**src/rtl/calc_pkg.sv**
```systemverilog
// Shared constants, state type and the double-dabble step for the calculator datapath.
package calc_pkg;

    localparam int unsigned OPW_DEFAULT  = 7;
    localparam int unsigned RESW_DEFAULT = 14;
    localparam int unsigned MAX_OPERAND  = 99;

    localparam logic [3:0] OP_ADD  = 4'ha;
    localparam logic [3:0] OP_SUB  = 4'hb;
    localparam logic [3:0] OP_MUL  = 4'hc;
    localparam logic [3:0] OP_DIV  = 4'hd;
    localparam logic [3:0] KEY_EQ  = 4'he;
    localparam logic [3:0] KEY_CLR = 4'hf;

    typedef enum logic [2:0] {
        StIdle,
        StLoad,
        StExec,
        StConv,
        StDone
    } calc_state_e;

    // One double-dabble iteration: add 3 to every digit >= 5, then shift in the next binary bit.
    function automatic logic [15:0] dabble_step(input logic [15:0] bcd, input logic bin_msb);
        logic [15:0] adj;
        for (int i = 0; i < 4; i++) begin
            adj[4*i +: 4] = (bcd[4*i +: 4] >= 4'd5) ? bcd[4*i +: 4] + 4'd3 : bcd[4*i +: 4];
        end
        return (adj << 1) | {15'b0, bin_msb};
    endfunction

endpackage

```
**src/rtl/calc_exec_if.sv**
```systemverilog
// Request/result bundle between the key-entry FSM (master) and the sequencer (slave).
interface calc_exec_if
    import calc_pkg::*;
#(
    parameter int unsigned OPW = OPW_DEFAULT
) ();

    logic           start;
    logic           clr;
    logic [3:0]     op;
    logic [OPW-1:0] a;
    logic [OPW-1:0] b;
    logic           busy;
    logic           done;
    logic           err;
    logic           neg;
    logic [3:0]     d3;
    logic [3:0]     d2;
    logic [3:0]     d1;
    logic [3:0]     d0;
    logic [OPW-1:0] rem_o;

    modport master (
        output start, clr, op, a, b,
        input  busy, done, err, neg, d3, d2, d1, d0, rem_o
    );

    modport slave (
        input  start, clr, op, a, b,
        output busy, done, err, neg, d3, d2, d1, d0, rem_o
    );

endinterface

```
**src/rtl/bin2bcd_seq.sv**
```systemverilog
// Sequential double-dabble: RESW iterations from the start edge, digits held after done.
module bin2bcd_seq
    import calc_pkg::*;
#(
    parameter int unsigned RESW = RESW_DEFAULT
) (
    input  logic            clk,
    input  logic            rst_n,
    input  logic            i_clr,
    input  logic            i_start,
    input  logic [RESW-1:0] i_bin,
    output logic            o_busy,
    output logic            o_done,
    output logic [3:0]      o_d3,
    output logic [3:0]      o_d2,
    output logic [3:0]      o_d1,
    output logic [3:0]      o_d0
);

    localparam int unsigned CW = $clog2(RESW);

    logic [RESW-1:0] r_bin;
    logic [15:0]     r_bcd;
    logic [CW-1:0]   r_cnt;
    logic            r_busy;
    logic            r_done;

    // The start edge already performs the first iteration on i_bin, so the whole
    // conversion takes exactly RESW edges and done is visible one cycle later.
    always_ff @(posedge clk or negedge rst_n) begin
        if (!rst_n) begin
            r_bin  <= '0;
            r_bcd  <= '0;
            r_cnt  <= '0;
            r_busy <= 1'b0;
            r_done <= 1'b0;
        end else if (i_clr) begin
            r_bin  <= '0;
            r_bcd  <= '0;
            r_cnt  <= '0;
            r_busy <= 1'b0;
            r_done <= 1'b0;
        end else begin
            r_done <= 1'b0;
            if (!r_busy && i_start) begin
                r_bcd  <= dabble_step(16'h0, i_bin[RESW-1]);
                r_bin  <= i_bin << 1;
                r_cnt  <= CW'(1);
                r_busy <= 1'b1;
            end else if (r_busy) begin
                r_bcd <= dabble_step(r_bcd, r_bin[RESW-1]);
                r_bin <= r_bin << 1;
                r_cnt <= r_cnt + 1'b1;
                if (r_cnt == CW'(RESW - 1)) begin
                    r_busy <= 1'b0;
                    r_done <= 1'b1;
                end
            end
        end
    end

    assign o_busy = r_busy;
    assign o_done = r_done;
    assign o_d3   = r_bcd[15:12];
    assign o_d2   = r_bcd[11:8];
    assign o_d1   = r_bcd[7:4];
    assign o_d0   = r_bcd[3:0];

endmodule

```
**src/rtl/calc_exec.sv**
```systemverilog
// Multi-cycle add/sub/mul/div sequencer on one shared adder, with BCD result conversion.
module calc_exec
    import calc_pkg::*;
#(
    parameter int unsigned OPW  = OPW_DEFAULT,
    parameter int unsigned RESW = RESW_DEFAULT
) (
    input  logic       clk,
    input  logic       rst_n,
    calc_exec_if.slave bus
);

    localparam int unsigned AW = RESW + 1;
    localparam int unsigned CW = $clog2(OPW);

    calc_state_e    r_state;
    logic [OPW-1:0] r_a;
    logic [OPW-1:0] r_b;
    logic [3:0]     r_op;
    logic [RESW-1:0] r_acc;
    logic [OPW-1:0] r_rem;
    logic [CW-1:0]  r_cnt;

    logic           r_busy;
    logic           r_done;
    logic           r_err;
    logic           r_neg;
    logic [3:0]     r_d3;
    logic [3:0]     r_d2;
    logic [3:0]     r_d1;
    logic [3:0]     r_d0;
    logic [OPW-1:0] r_rem_o;

    logic            w_a_lt_b;
    logic            w_req_err;
    logic            w_exec_last;
    logic [CW-1:0]   w_div_idx;
    logic [AW-1:0]   w_add_x;
    logic [AW-1:0]   w_add_y;
    logic            w_add_sub;
    logic [AW-1:0]   w_sum;
    logic [RESW-1:0] w_acc_next;
    logic [OPW-1:0]  w_rem_next;
    logic            w_bcd_start;
    logic            w_bcd_busy;
    logic            w_bcd_done;
    logic [3:0]      w_bcd_d3;
    logic [3:0]      w_bcd_d2;
    logic [3:0]      w_bcd_d1;
    logic [3:0]      w_bcd_d0;

    assign w_a_lt_b  = r_a < r_b;
    assign w_req_err = (r_op < OP_ADD) || (r_op > OP_DIV) ||
                       (r_a > OPW'(MAX_OPERAND)) || (r_b > OPW'(MAX_OPERAND)) ||
                       ((r_op == OP_DIV) && (r_b == '0));
    assign w_exec_last = (r_op == OP_ADD) || (r_op == OP_SUB) || (r_cnt == CW'(OPW - 1));
    assign w_div_idx   = CW'(OPW - 1) - r_cnt;

    // Operand mux for the single adder; sub swaps operands so the result is |a-b|.
    always_comb begin
        w_add_x   = '0;
        w_add_y   = '0;
        w_add_sub = 1'b0;
        case (r_op)
            OP_ADD: begin
                w_add_x = AW'(r_a);
                w_add_y = AW'(r_b);
            end
            OP_SUB: begin
                w_add_x   = AW'(w_a_lt_b ? r_b : r_a);
                w_add_y   = AW'(w_a_lt_b ? r_a : r_b);
                w_add_sub = 1'b1;
            end
            OP_MUL: begin
                w_add_x = AW'(r_acc);
                w_add_y = r_b[r_cnt] ? (AW'(r_a) << r_cnt) : '0;
            end
            OP_DIV: begin
                // Partial remainder shifted left with the next dividend bit, trial-subtract b.
                w_add_x   = AW'({r_rem, r_a[w_div_idx]});
                w_add_y   = AW'(r_b);
                w_add_sub = 1'b1;
            end
            default: ;
        endcase
    end

    assign w_sum = w_add_x + (w_add_sub ? ~w_add_y : w_add_y) + AW'(w_add_sub);

    // Accumulator/remainder update; for divide the top sum bit is the borrow (restore).
    always_comb begin
        w_acc_next = w_sum[RESW-1:0];
        w_rem_next = r_rem;
        if (r_op == OP_DIV) begin
            w_acc_next = {r_acc[RESW-2:0], ~w_sum[RESW]};
            w_rem_next = w_sum[RESW] ? w_add_x[OPW-1:0] : w_sum[OPW-1:0];
        end
    end

    // Converter is launched on the final EXEC edge with the final acc value so CONV is 14 cycles.
    assign w_bcd_start = (r_state == StExec) && w_exec_last && !w_bcd_busy;

    bin2bcd_seq #(
        .RESW (RESW)
    ) u_bin2bcd (
        .clk     (clk),
        .rst_n   (rst_n),
        .i_clr   (bus.clr),
        .i_start (w_bcd_start),
        .i_bin   (w_acc_next),
        .o_busy  (w_bcd_busy),
        .o_done  (w_bcd_done),
        .o_d3    (w_bcd_d3),
        .o_d2    (w_bcd_d2),
        .o_d1    (w_bcd_d1),
        .o_d0    (w_bcd_d0)
    );

    // Main sequencer; result outputs are written on the edge entering DONE so done marks them.
    always_ff @(posedge clk or negedge rst_n) begin
        if (!rst_n) begin
            r_state <= StIdle;
            r_a     <= '0;
            r_b     <= '0;
            r_op    <= '0;
            r_acc   <= '0;
            r_rem   <= '0;
            r_cnt   <= '0;
            r_busy  <= 1'b0;
            r_done  <= 1'b0;
            r_err   <= 1'b0;
            r_neg   <= 1'b0;
            r_d3    <= '0;
            r_d2    <= '0;
            r_d1    <= '0;
            r_d0    <= '0;
            r_rem_o <= '0;
        end else if (bus.clr) begin
            r_state <= StIdle;
            r_a     <= '0;
            r_b     <= '0;
            r_op    <= '0;
            r_acc   <= '0;
            r_rem   <= '0;
            r_cnt   <= '0;
            r_busy  <= 1'b0;
            r_done  <= 1'b0;
            r_err   <= 1'b0;
            r_neg   <= 1'b0;
            r_d3    <= '0;
            r_d2    <= '0;
            r_d1    <= '0;
            r_d0    <= '0;
            r_rem_o <= '0;
        end else begin
            r_done <= 1'b0;
            unique case (r_state)
                StIdle: begin
                    if (bus.start) begin
                        r_a     <= bus.a;
                        r_b     <= bus.b;
                        r_op    <= bus.op;
                        r_busy  <= 1'b1;
                        r_state <= StLoad;
                    end
                end
                StLoad: begin
                    if (w_req_err) begin
                        r_err   <= 1'b1;
                        r_neg   <= 1'b0;
                        r_d3    <= '0;
                        r_d2    <= '0;
                        r_d1    <= '0;
                        r_d0    <= '0;
                        r_rem_o <= '0;
                        r_done  <= 1'b1;
                        r_state <= StDone;
                    end else begin
                        r_acc   <= '0;
                        r_rem   <= '0;
                        r_cnt   <= '0;
                        r_state <= StExec;
                    end
                end
                StExec: begin
                    r_acc <= w_acc_next;
                    r_rem <= w_rem_next;
                    r_cnt <= r_cnt + 1'b1;
                    if (w_exec_last) begin
                        r_state <= StConv;
                    end
                end
                StConv: begin
                    if (w_bcd_done) begin
                        r_err   <= 1'b0;
                        r_neg   <= (r_op == OP_SUB) && w_a_lt_b;
                        r_d3    <= w_bcd_d3;
                        r_d2    <= w_bcd_d2;
                        r_d1    <= w_bcd_d1;
                        r_d0    <= w_bcd_d0;
                        r_rem_o <= (r_op == OP_DIV) ? r_rem : '0;
                        r_done  <= 1'b1;
                        r_state <= StDone;
                    end
                end
                StDone: begin
                    r_busy  <= 1'b0;
                    r_state <= StIdle;
                end
                default: begin
                    r_busy  <= 1'b0;
                    r_state <= StIdle;
                end
            endcase
        end
    end

    assign bus.busy  = r_busy;
    assign bus.done  = r_done;
    assign bus.err   = r_err;
    assign bus.neg   = r_neg;
    assign bus.d3    = r_d3;
    assign bus.d2    = r_d2;
    assign bus.d1    = r_d1;
    assign bus.d0    = r_d0;
    assign bus.rem_o = r_rem_o;

endmodule

```
**src/flat_wrapper.sv**
```systemverilog
// flat-port wrapper written by rule: the top's interface ports become plain ports
module calc_exec_flat import calc_pkg::*;
#(
    parameter int unsigned OPW  = OPW_DEFAULT,
    parameter int unsigned RESW = RESW_DEFAULT
)
  (clk, rst_n, bus_start, bus_clr, bus_op, bus_a, bus_b, bus_busy, bus_done, bus_err, bus_neg, bus_d3, bus_d2, bus_d1, bus_d0, bus_rem_o);
  calc_exec_if #(.OPW(OPW)) bus_i ();
  input  logic clk;
  input  logic rst_n;
  input wire logic [$bits(bus_i.start)-1:0] bus_start;
  input wire logic [$bits(bus_i.clr)-1:0] bus_clr;
  input wire logic [$bits(bus_i.op)-1:0] bus_op;
  input wire logic [$bits(bus_i.a)-1:0] bus_a;
  input wire logic [$bits(bus_i.b)-1:0] bus_b;
  output wire logic [$bits(bus_i.busy)-1:0] bus_busy;
  output wire logic [$bits(bus_i.done)-1:0] bus_done;
  output wire logic [$bits(bus_i.err)-1:0] bus_err;
  output wire logic [$bits(bus_i.neg)-1:0] bus_neg;
  output wire logic [$bits(bus_i.d3)-1:0] bus_d3;
  output wire logic [$bits(bus_i.d2)-1:0] bus_d2;
  output wire logic [$bits(bus_i.d1)-1:0] bus_d1;
  output wire logic [$bits(bus_i.d0)-1:0] bus_d0;
  output wire logic [$bits(bus_i.rem_o)-1:0] bus_rem_o;
  assign bus_i.start = bus_start;
  assign bus_i.clr = bus_clr;
  assign bus_i.op = bus_op;
  assign bus_i.a = bus_a;
  assign bus_i.b = bus_b;
  assign bus_busy = bus_i.busy;
  assign bus_done = bus_i.done;
  assign bus_err = bus_i.err;
  assign bus_neg = bus_i.neg;
  assign bus_d3 = bus_i.d3;
  assign bus_d2 = bus_i.d2;
  assign bus_d1 = bus_i.d1;
  assign bus_d0 = bus_i.d0;
  assign bus_rem_o = bus_i.rem_o;
  calc_exec #(.OPW(OPW), .RESW(RESW)) u_core (.clk(clk), .rst_n(rst_n), .bus(bus_i));
endmodule
```
**config.mk**
```make
export PLATFORM = sky130hd
export DESIGN_NAME = calc_exec_flat
export DESIGN_NICKNAME = d
export VERILOG_FILES = /design/src/rtl/calc_pkg.sv /design/src/rtl/calc_exec_if.sv /design/src/rtl/bin2bcd_seq.sv /design/src/rtl/calc_exec.sv /design/src/flat_wrapper.sv
export SDC_FILE = /design/constraint.sdc
export NUM_CORES = 1
export LEC_CHECK = 0
export ABC_AREA = 1
export CAP_MARGIN = 20
export CORE_MARGIN = 5
export CORE_UTILIZATION = 50
export CTS_CLUSTER_SIZE = 25
export DETAILED_ROUTE_END_ITERATION = 16
export DONT_BUFFER_PORTS = 1
export SLEW_MARGIN = 20
export SYNTH_ARGS = -nofsm -noshare
export SYNTH_HDL_FRONTEND = slang
export SYNTH_HIERARCHICAL = 1
export SYNTH_SLANG_ARGS = --single-unit
export TNS_END_PERCENT = 10
```
**constraint.sdc**
```tcl
create_clock -name clk -period 8 [get_ports clk]
set_input_delay 1.6 -clock clk [delete_from_list [all_inputs] [get_ports clk]]
set_output_delay 1.6 -clock clk [all_outputs]
set_load 0.01 [all_outputs]
```
After elaboration in Yosys (flattened, before gate mapping)
Index checks and enable logic that the tools add are counted.
W data, S select, Z words.

operators by class
  multiplexer cells = 92
  bitwise logic cells = 3
  equal/unequal tests = 16
  shifts and indexed selects = 1
  add/subtract/negate cells = 9
  reductions and logical operators = 28
  $lt $le $gt $ge = 11

operators by type and width
  cell                   count
  $mux W7                16
  $mux W14               6
  $mux W4                18
  $pmux W15 S4           1
  $mux W16               3
  $pmux W15 S3           1
  $pmux W4 S2            4
  $mux W15               2
  $pmux W14 S2           1
  $pmux W7 S2            2
  $mux W3                8
  $mux W1                22
  $eq A4 B4 Y1 const B   5
  $ge A4 B3 Y1 const B   4
  $or A16 B1 Y16         1
  $add A15 B1 Y15        1
  $add A15 B15 Y15       1
  $not A15 Y15           1
  $shl A7 B3 Y15         1
  $gt A7 B7 Y1 const B   2
  $add A4 B2 Y4 const B  3
  $pmux W3 S4            1
  $ne A3 B2 Y1 const B   3
  $ne A3 B3 Y1 const B   3
  other kinds (27)       50

storage, ports and cells
  register bits after elaboration = 108
  input port bits = 22
  logic and storage cells = 181
  output and inout bits = 27

Depth between registers and ports, before layout
  word-level depth = 12
  depth in mapped cells = 27
  mapped depth without buffers = 27

Cells and area by module
The synthesis kept the hierarchy.

modules (own cells, without submodules)
  module       cells an instance  area an instance (um2)  instances
  calc_exec    721                5011.1                  1
  bin2bcd_seq  239                1956.9                  1

Least setup slack after synthesis
OpenSTA, ideal clock, no wires.

  path kind = register -> register
  start = reg u_core.r_a[6]
  end = reg u_core.r_rem[1]
  period minus slack after synthesis = 3.674 ns
  path slack = 4.326 ns
  library setup time = 0.124 ns
  data arrival time = 3.550 ns
  stages on the path, launching flop included = 20
  data required time = 7.876 ns
  cells stage by stage = dfrtp_1 ha_1 nand2_1 inv_1 a21oi_1 nand2_2 nor2_1 inv_2 o21ai_0 xor2_1 inv_1 fa_1 nor4_1 nor2_1 o21ai_1 xor2_1 inv_2 buf_6 o211ai_1 nand2_1

on the way
  longest elaborated chain between the ends = 11
  elaborated cells on any way between the ends = 23

ends and longest elaborated chain
  element                                         RTL line                          source
  start, declared                                 calc_exec.sv:17                   logic [OPW-1:0] r_a;
  start signal, assigned                          calc_exec.sv:160                  r_a <= bus.a;
  $lt A7 B7 Y1 or $shl A7 B3 Y15 (tied branches)  calc_exec.sv:52, calc_exec.sv:76
  $mux W7 or $mux W15 (tied branches)             calc_exec.sv:71, calc_exec.sv:76
  $pmux W15 S3                                    calc_exec.sv:64                   case (r_op)
  $not A15 Y15                                    calc_exec.sv:88                   assign w_sum = w_add_x + (w_add_sub ? ~w_add_y : w_add_y) + AW'(w_add_sub);
  $mux W15                                        calc_exec.sv:88
  $add A15 B15 Y15                                calc_exec.sv:88
  $add A15 B1 Y15                                 calc_exec.sv:88
  $mux W7                                         calc_exec.sv:96                   w_rem_next = w_sum[RESW] ? w_add_x[OPW-1:0] : w_sum[OPW-1:0];
  $mux W7                                         calc_exec.sv:94                   if (r_op == OP_DIV) begin
  $pmux W7 S2                                     calc_exec.sv:157                  unique case (r_state)
  $mux W7                                         calc_exec.sv:138                  end else if (bus.clr) begin
  end signal, assigned                            calc_exec.sv:187                  r_rem <= w_rem_next;
  end, declared                                   calc_exec.sv:21                   logic [OPW-1:0] r_rem;

Several ways; a longest one is shown, not always the timed one. The select of a mux whose other input is x is not followed.
A chain may end at the register's enable or synchronous reset.

Worst setup path after layout
  start = reg u_core.r_b[6]
  end = reg u_core.r_rem[3]

on the way
  longest elaborated chain between the ends = 12
  elaborated cells on any way between the ends = 23

ends and longest elaborated chain
  element                                                    RTL line          source
  start, declared                                            calc_exec.sv:18   logic [OPW-1:0] r_b;
  start signal, assigned                                     calc_exec.sv:161  r_b <= bus.b;
  branches (longest 12 deep; another with $add A15 B15 Y15)  --

Parallel ways; which one is timed is not known. The select of a mux whose other input is x is not followed.

==> metrics.txt <==
Worst Tran Pin Value=858 ps; Multi-input gate area=3690 sq um; vias in the first global route=6305; GPL Wtd Cong=0.924; synthesized area per cell=7.26 sq um; Reg clk slew, reported paths=80 ps; layout cell share with drive strength beyond 1=0.0558; f_max=221 MHz; Worst EP arrival=4780 ps; ANT nets after route=0; Synthesized Nets=1014; Setup Crit Path Kind=reg -> reg; register area=2680 sq um; dpl cells=1113; Die H=128 microns; R2R depth=20; # rows=43; most common cell after layout, fill and taps aside=nand2_1; Crit Reg-Reg Endpoint=u_core/r_rem[3]; Post-CTS Hold Buffers=0; r2r startpoint=u_core/r_b[6]; final setup skew=5.36 ps; Critical Path RT=8260 ps; Clock Sinks=107; Hold EP=u_core/u_bin2bcd/r_bin[8]; Post-CTS Setup Repair Bufs=0; Overall Global Routing Usage=0.251; nets=998; CP Capture Type=register; r2r setup slk=3480 ps; total length of routed wires=19500 microns; P&R area growth vs syn=5.71%; TritonCTS buffer count=9; Post-Syn Instances=960; GRT Residual Overflow=0; crit-path max FO=11; Synth Flop Type=dfrtp_1; fraction of registers with async set/reset=1.00; Setup TNS Final=0 ps; later-pin clock latency in the skew report=360 ps; final cell count without fillers=1129; Min Hold Slack=476 ps; largest net degree at the start of global routing=108; Cell Pwr Density=172 nW/um^2; Hold Startpoint=u_core/u_bin2bcd/r_bin[8]; HP Class=reg -> reg; Warnings, synthesis=6; first-pass GRT wire length=32800 microns; Yosys cell types=48; FILL cells=1390; min Tclk post-route=4520 ps; sequential share of the synthesized area=0.384; I/O pin total=49; #FFs+latches synth=107; DR DRC count=0; Peak VDD IR=0.100 mV; Area after DPL=7050 sq um; Setup crit start kind=register; CTS tree=done; Core ar.=13800 sq um; total inserted antenna cells=0; number of H-tree levels=3; total number of vias=6417; post-layout util=0.535; EDFF count, synth=0; status=completed; initial antenna violation count=0; Routed wire per std cell=17.3 microns; worst slack at placement=3550 ps; clock buffer depth=2; mapped cell area=6970 sq um; count of buffers from port buffering=0; die width=128 microns; PnR Total Power=1.27 mW; most frequent cells in the layout=nand2_1, dfrtp_1, inv_1, nand3_1, o21ai_0; final setup fails=0; clk root buf=clkbuf_16; Final Hold Viols=0; DP HPWL=14400 microns; max-slew violation count=0; hold path depth=2; Starting Density=0.506; Pre-antenna DRT Iters=5; max_slew headroom=0.427; RSZ-0062 raised after global routing=false; vias per inst=5.68; Pleak=3.70 nW; Die ar.=16400 sq um; final setup margin=3480 ps; post-route design area=7370 sq um; Final period util=0.565; Post-CTS Resized=0; Max-Cap Viols=0; Initial DRC Count=445
==> per-layer routing <==
layer  track usage  vias to the layer above  routed length [microns]
met5             0                        -                        0
met4        0.0699                        0                      424
met3        0.0425                       28                      955
met2         0.410                      199                     9150
met1         0.344                     3039                     9020
li1              -                     3151                        -
==> final cells by class <==
cell class,count,share of cell area
Clock buffer,9,0.0306
Multi-Input combinational cell,706,0.500
Sequential cell,107,0.364
Tap cell,180,0.0306
Clock inverter,7,0.0112
Timing Repair Buffer,3,0.00306
Inverter,117,0.0606
==> logic make-up (layout without fill, tap and decap cells) <==
group,Yosys count,in the layout,share of synthesized area
and+or+nand+nor,493,493,0.310
buffers and inverters,147,136,0.0883
adders and majority gates,32,32,0.0585
xor gates and xnor gates,12,12,0.0151
DFF,107,107,0.384
AOI/OAI and AO/OA,169,169,0.143
==> worst max path at each step <==
stage | depth (start not counted) | startpoint | endpoint | slack (ps)
finish | 20 | u_core/r_b[6] | u_core/r_rem[3] | 3480
global route | 23 | u_core/r_b[4] | u_core/u_bin2bcd/r_bin[11] | 3200
detailed placement | 20 | u_core/r_b[4] | u_core/r_rem[3] | 3550
CTS | 20 | u_core/r_b[4] | u_core/r_rem[3] | 3530
floorplan | 19 | u_core/r_a[6] | u_core/r_rem[1] | 4330
global placement | 20 | u_core/r_b[5] | u_core/r_rem[3] | 3510
==> worst max-delay path, stage by stage, from the launching register on <==
cell,delay [ps]
dfrtp_1,440
inv_1,200
ha_1,280
nand2_1,90
inv_1,40
a21oi_1,260
nand2_2,190
nor2_1,190
inv_2,130
o21ai_0,270
xor2_1,220
inv_1,80
fa_1,450
nor4_1,290
nor2_1,110
o21ai_1,240
xor2_1,380
inv_2,170
or2_0,230
nand3_1,80
nand2_1,50
==> cell usage after synthesis (7+ instances only) <==
cell type,n,area [sq um]
inv_1,105,394
ha_1,31,388
o211ai_1,16,120
nor3_1,11,55.1
buf_2,9,45.0
clkbuf_1,11,41.3
nand3_1,94,470
nand4_1,15,93.8
or2_1,8,50.1
dfrtp_1,107,2680
a21oi_1,28,140
nor2_1,54,203
o21ai_0,73,365
nand2_1,273,1020
inv_2,7,26.3
o22ai_1,14,87.6
o221ai_1,7,61.3
xor2_1,8,70.1
o21ai_1,7,35.0
nand2_2,8,50.1
==> registers in the layout (all words and copies together), names as in the netlist, 7 cells and up <==
| signal | flops |
|---|---|
| u_core/r_rem | 7 |
| u_core/u_bin2bcd/r_bcd | 16 |
| u_core/u_bin2bcd/r_bin | 13 |
| u_core/r_b | 7 |
| u_core/r_a | 7 |
| u_core/bus.rem_o | 7 |
| u_core/r_acc | 14 |
==> where the power goes <==
part           switching, mW  internal, mW  total [mW]
Clock                  0.225         0.249       0.474
Combinational          0.146        0.0555       0.201
Sequential            0.0320         0.562       0.594
Power figures use the tool's default switching activity.
